**src/rtl/sll_multicycle_pkg.sv**
```systemverilog
// Shared types and constants for the iterative logical-left shifter.
package sll_multicycle_pkg;

  localparam int WIDTH_DEF   = 32;
  localparam int SHAMT_W_DEF = 5;

  typedef enum logic [1:0] {
    IDLE  = 2'd0,
    SHIFT = 2'd1,
    DONE  = 2'd2
  } state_t;

  // Shift distance handled by binary stage k.
  function automatic int stage_dist(input int k);
    return 32'sd1 << k;
  endfunction

endpackage

```
**src/rtl/sll_multicycle_stage.sv**
```systemverilog
// sll_stage: combinational conditional left shift by 2^K, zero-filled from the LSB.
module sll_stage
  import sll_multicycle_pkg::*;
#(
  parameter int K     = 0,
  parameter int WIDTH = WIDTH_DEF
) (
  input  logic             en,
  input  logic [WIDTH-1:0] data,
  output logic [WIDTH-1:0] shifted
);

  localparam int DIST = stage_dist(K);

  assign shifted = en ? (data << DIST) : data;

endmodule

```
**src/rtl/sll_multicycle.sv**
```systemverilog
// Iterative logical-left shifter resolving one binary stage of shamt per cycle.
// Optional macro SLL_EARLY_EXIT_EN: finish as soon as no remaining shamt bits are set.
module sll_multicycle
  import sll_multicycle_pkg::*;
#(
  parameter int WIDTH   = WIDTH_DEF,
  parameter int SHAMT_W = SHAMT_W_DEF
) (
  input  logic               clock,
  input  logic               reset,
  input  logic               start,
  input  logic [WIDTH-1:0]   data_in,
  input  logic [SHAMT_W-1:0] shamt,
  output logic               busy,
  output logic               done,
  output logic [WIDTH-1:0]   result
);

  localparam int STG_W = $clog2(SHAMT_W);
  localparam logic [STG_W-1:0] LAST_STAGE = STG_W'(SHAMT_W - 1);

  state_t             state;
  state_t             next_state;
  logic [WIDTH-1:0]   acc;
  logic [SHAMT_W-1:0] amt;
  logic [STG_W-1:0]   stage;
  logic               last;
  logic [WIDTH-1:0]   chain [0:SHAMT_W];
  logic [WIDTH-1:0]   shifted_acc;

  // Only the stage matching the counter is enabled, so the chain applies one shift per cycle.
  assign chain[0] = acc;
  for (genvar k = 0; k < SHAMT_W; k++) begin : g_stage
    sll_stage #(
      .K     (k),
      .WIDTH (WIDTH)
    ) u_stage (
      .en      (amt[k] && (stage == STG_W'(k))),
      .data    (chain[k]),
      .shifted (chain[k+1])
    );
  end
  assign shifted_acc = chain[SHAMT_W];

`ifdef SLL_EARLY_EXIT_EN
  logic [SHAMT_W-1:0] low_mask;

  // Mask of amt bits at or below the current stage.
  always_comb begin
    low_mask = '0;
    for (int i = 0; i < SHAMT_W; i++) begin
      low_mask[i] = (i <= int'(stage));
    end
  end

  assign last = (stage == '0) || ((amt & low_mask) == '0);
`else
  assign last = (stage == '0);
`endif

  // Next-state logic; DONE accepts a new start just like IDLE.
  always_comb begin
    next_state = state;
    case (state)
      IDLE:    next_state = start ? SHIFT : IDLE;
      SHIFT:   next_state = last ? DONE : SHIFT;
      DONE:    next_state = start ? SHIFT : IDLE;
      default: next_state = IDLE;
    endcase
  end

  // State, datapath and registered status outputs.
  always_ff @(posedge clock) begin
    if (reset) begin
      state  <= IDLE;
      busy   <= 1'b0;
      done   <= 1'b0;
      result <= '0;
      acc    <= '0;
      amt    <= '0;
      stage  <= LAST_STAGE;
    end else begin
      state <= next_state;
      busy  <= (next_state == SHIFT);
      done  <= (next_state == DONE);
      case (state)
        IDLE, DONE: begin
          if (start) begin
            acc   <= data_in;
            amt   <= shamt;
            stage <= LAST_STAGE;
          end
        end
        SHIFT: begin
          acc <= shifted_acc;
          if (stage != '0) stage <= stage - 1'b1;
          if (last) result <= shifted_acc;
        end
        default: begin
          stage <= LAST_STAGE;
        end
      endcase
    end
  end

endmodule

```
**config.mk**
```make
export PLATFORM = sky130hd
export DESIGN_NAME = sll_multicycle
export DESIGN_NICKNAME = d
export VERILOG_FILES = /design/src/rtl/sll_multicycle_pkg.sv /design/src/rtl/sll_multicycle_stage.sv /design/src/rtl/sll_multicycle.sv
export SDC_FILE = /design/constraint.sdc
export NUM_CORES = 1
export LEC_CHECK = 0
export ABC_CLOCK_PERIOD_IN_PS = 2700
export BUFFER_PORTS_ARGS = -buffer_cell sky130_fd_sc_hd__buf_2
export CORE_MARGIN = 10
export CORE_UTILIZATION = 30
export CTS_BUF_LIST = sky130_fd_sc_hd__clkbuf_2 sky130_fd_sc_hd__clkbuf_4 sky130_fd_sc_hd__clkbuf_8
export DETAILED_ROUTE_END_ITERATION = 8
export PLACE_DENSITY = 0.53
export SETUP_SLACK_MARGIN = 0.05
export SLEW_MARGIN = 20
export SYNTH_ARGS = -nofsm -noshare
export SYNTH_HDL_FRONTEND = slang
export SYNTH_SLANG_ARGS = --single-unit
```
**constraint.sdc**
```tcl
create_clock -name clock -period 2.7 [get_ports clock]
set_input_delay 0 -clock clock [delete_from_list [all_inputs] [get_ports clock]]
set_output_delay 0 -clock clock [all_outputs]
set_load 0.02 [all_outputs]
```
==> metrics.md <==
| Metric | Value |
|---|---|
| Total CTS buffers | 9 |
| CORE AREA | 15900 µm² |
| Worst r2r path cells | 10 |
| Flop-to-flop setup slack | 190 ps |
| RSZ-0062 raised after global routing | true |
| Final hold vios | 0 |
| Critical path class | flip-flop to flip-flop |
| Die area | 21600 µm² |
| Asr flop ratio synth | 0% |
| DR DRC count | 0 |
| Hpwl dp | 14.6 mm |
| PD cells | 436 nW/µm² |
| Final setup margin | 186 ps |
| Status | completed |
| P&R area growth vs syn | 28.0% |
| Sequential area share after synthesis | 31.4% |
| Via density | 5.60 |
| Synth warn | 0 |
| Worst-path cell chain | inv_1 -> ha_1 -> nand3b_4 -> buf_12 -> mux2i_2 -> buf_4 -> mux4_2 -> nand2_1 -> nand3_1 -> a221oi_2 |
| Hold Crit Depth | 3 |
| Worst-margin pin slew | 730 ps |
| Num rows | 46 |
| Root buf cell | clkbuf_8 |
| CP peak stage delay | 540 ps |
| Worst hold margin | 16.3 ps |
| Main synth FF type | dfxtp_1 |
| Cell area after layout | 6200 µm² |
| Clock Path Buffers | 2 |
| Worst R2R End | acc[26] |
| Die width | 147 µm |
| Setup TNS | 0 ps |
| Post-Syn Area | 4850 µm² |
| Startpoint Class | flip-flop |
| Largest vdd supply drop | 0.276 mV |
| Post-synth EDFFs | 0 |
| Critical path peak fanout | 9 |
| Lkg Pwr | 0.00260 µW |
| Post-synth cell types | 50 |
| Initial antenna violation count | 0 |
| ANT nets after route | 0 |
| Max Clock Skew | 11.8 ps |
| Clk sinks | 76 |
| Routability congestion estimate | 0.902 |
| Vias | 5027 |
| Worst skew pair latency | 380 ps |
| Reg-to-reg startpoint | stage[0] |
| Hold Path End | acc[26] |
| Port bufs | 73 |
| Levels on crit path | 10 |
| Initial DRT Pass Iterations | 5 |
| Period utilisation layout | 93.1% |
| H-tree Lvls | 3 |
| TritonCTS clock tree | yes |
| Syn Area/Cell | 8.59 µm² |
| Slowest CP cell | mux4_2 |
| Crit end category | flip-flop |
| Hold Crit Start | data_in[26] |
| Max cap viols | 0 |
| GR Util All Layers | 17.7% |
| # fillers | 1658 |
| HP Class | primary input to flip-flop |
| Top delay family on crit path | multiplexers |
| Layout cells sized above 1 | 26.0% |
| Fmax | 0.398 GHz |
| First-pass GRT wire length | 30.4 mm |
| Die Ht | 147 µm |
| Worst-path clk slew | 90 ps |
| Starting Density | 30.5% |
| # diodes | 0 |
| WL/cell | 21.4 µm |
| Fin. max-slew vios | 0 |
| Placed inst area | 5590 µm² |
| Final wirelength | 19.2 mm |
| Vias in the first global route | 5090 |
| Max-slew headroom | 50.9% |
| Minimum clock period | 2510 ps |
| Pre-CTS WS | 117 ps |
| Syn nets | 609 |
| Setup violations, final | 0 |
| Crit path arrival time | 2820 ps |
| Nets | 721 |
| Synthesized flop and latch total | 76 |
| GRT overflow | 0 |
| Initial DRC count | 549 |
| IO Count | 74 |
| WP buf/inv | 3 |
| Largest net degree at the start of global routing | 54 |
| Post-Syn Instances | 564 |
| Worst path required time | 3000 ps |
[per-stage QoR]
stage               total power (µW)  std cells  util [%]
global placement                1820        844      35.2
finish                          2710        897      39.1
CTS                             2720        895      38.6
global route                    2850        897      39.1
detailed placement              1820        844      35.2
floorplan                       1600        564         -
[where the power goes]
group	internal, µW	leakage (µW)	total (µW)	switching, µW
sequential	1180	0.000620	1270	88.3
combinational	264	0.00188	584	320
clock	418	0.0000951	858	440
[cell usage after synthesis (all sizes together) (2+ instances only)]
library cell	count	area (µm²)
nor2b	2	12.5
o21ai	29	145
a21oi	50	250
a222oi	6	60.1
clkbuf	29	109
nand3b	9	80.1
mux2i	44	444
dfxtp	76	1520
a221oi	8	76.3
nor3	20	100
and3b	4	35.0
a211o	5	43.8
a22o	5	43.8
mux4	19	428
ha	5	62.6
and3	2	12.5
mux2	9	101
or3	2	12.5
a21o	2	15.0
a22oi	33	248
o22ai	9	56.3
inv	5	18.8
a221o	3	30.0
nand3	10	50.1
and4b	2	20.0
a2bb2oi	2	17.5
nand4	2	12.5
buf	21	136
o211ai	14	105
nand2	71	267
nand2b	4	25.0
a211oi	8	65.1
nor2	46	173
[kinds of logic (layout without fill, tap and decap cells)]
group	after synthesis	after routing	share of synthesized area, %
AOI/OAI and AO/OA	182	182	25.3
and+or+nand+nor	174	174	16.5
buffers and inverters	55	172	5.45
adders and majority gates	5	5	1.29
muxes	72	72	20.1
DFF	76	76	31.4
[state kept, by name, indices dropped and copies added (netlist names)]
signal  flops
amt         5
state       2
stage       3
acc        32
busy        1
done        1
result     32
[worst max path at each step]
stage / from / to / slack (ps)
floorplan: stage[0] / acc[6] / 500
global placement: stage[0] / acc[17] / 130
detailed placement: stage[0] / acc[17] / 120
CTS: stage[0] / acc[17] / 80
global route: stage[1] / acc[30] / 40
finish: stage[0] / acc[26] / 190
[cell usage in the layout (no fill, tap or decap), types with 8 or more instances in the layout]
cell type,count
mux4_2,19
a22oi_1,33
dlygate4sd3_1,35
nor3_1,19
o21ai_0,24
clkbuf_8,12
nor2_1,45
nand3b_1,8
buf_4,39
nand2_1,71
mux2i_1,37
o22ai_1,9
o211ai_1,14
nand3_1,10
a21oi_1,50
mux2_2,9
dfxtp_1,75
buf_2,73
[metal layers]
layer	vias up	global-route usage (%)	wire length (µm)
met5	-	0	0
met4	0	7.14	541
li1	2360	-	-
met2	170	29.0	9000
met1	2466	22.6	8600
met3	31	2.95	1070
[timing repair]
action	CTS	global route
setup buffers	0	2
hold buffers	35	0
endpoints found under the setup margin	0	29
gates resized for setup	0	17
endpoints found under the hold margin	35	0
[area by class of cell]
type                    count  area, µm²  area share (%)
repair buffers            151       1080            17.4
clock inverters             3       20.0           0.323
well taps                 216        270            4.36
inverters                   5       18.8           0.302
clock buffers              13        173            2.78
flip-flops and latches     76       1520            24.5
multi-input cells         433       3120            50.3
[worst min-delay path, delay by kind of cell]
family          cells  cell delay (ps)
buf+inv             1              110
mux                 1              170
compound gates      1               70
Power figures use the tool's default switching activity.
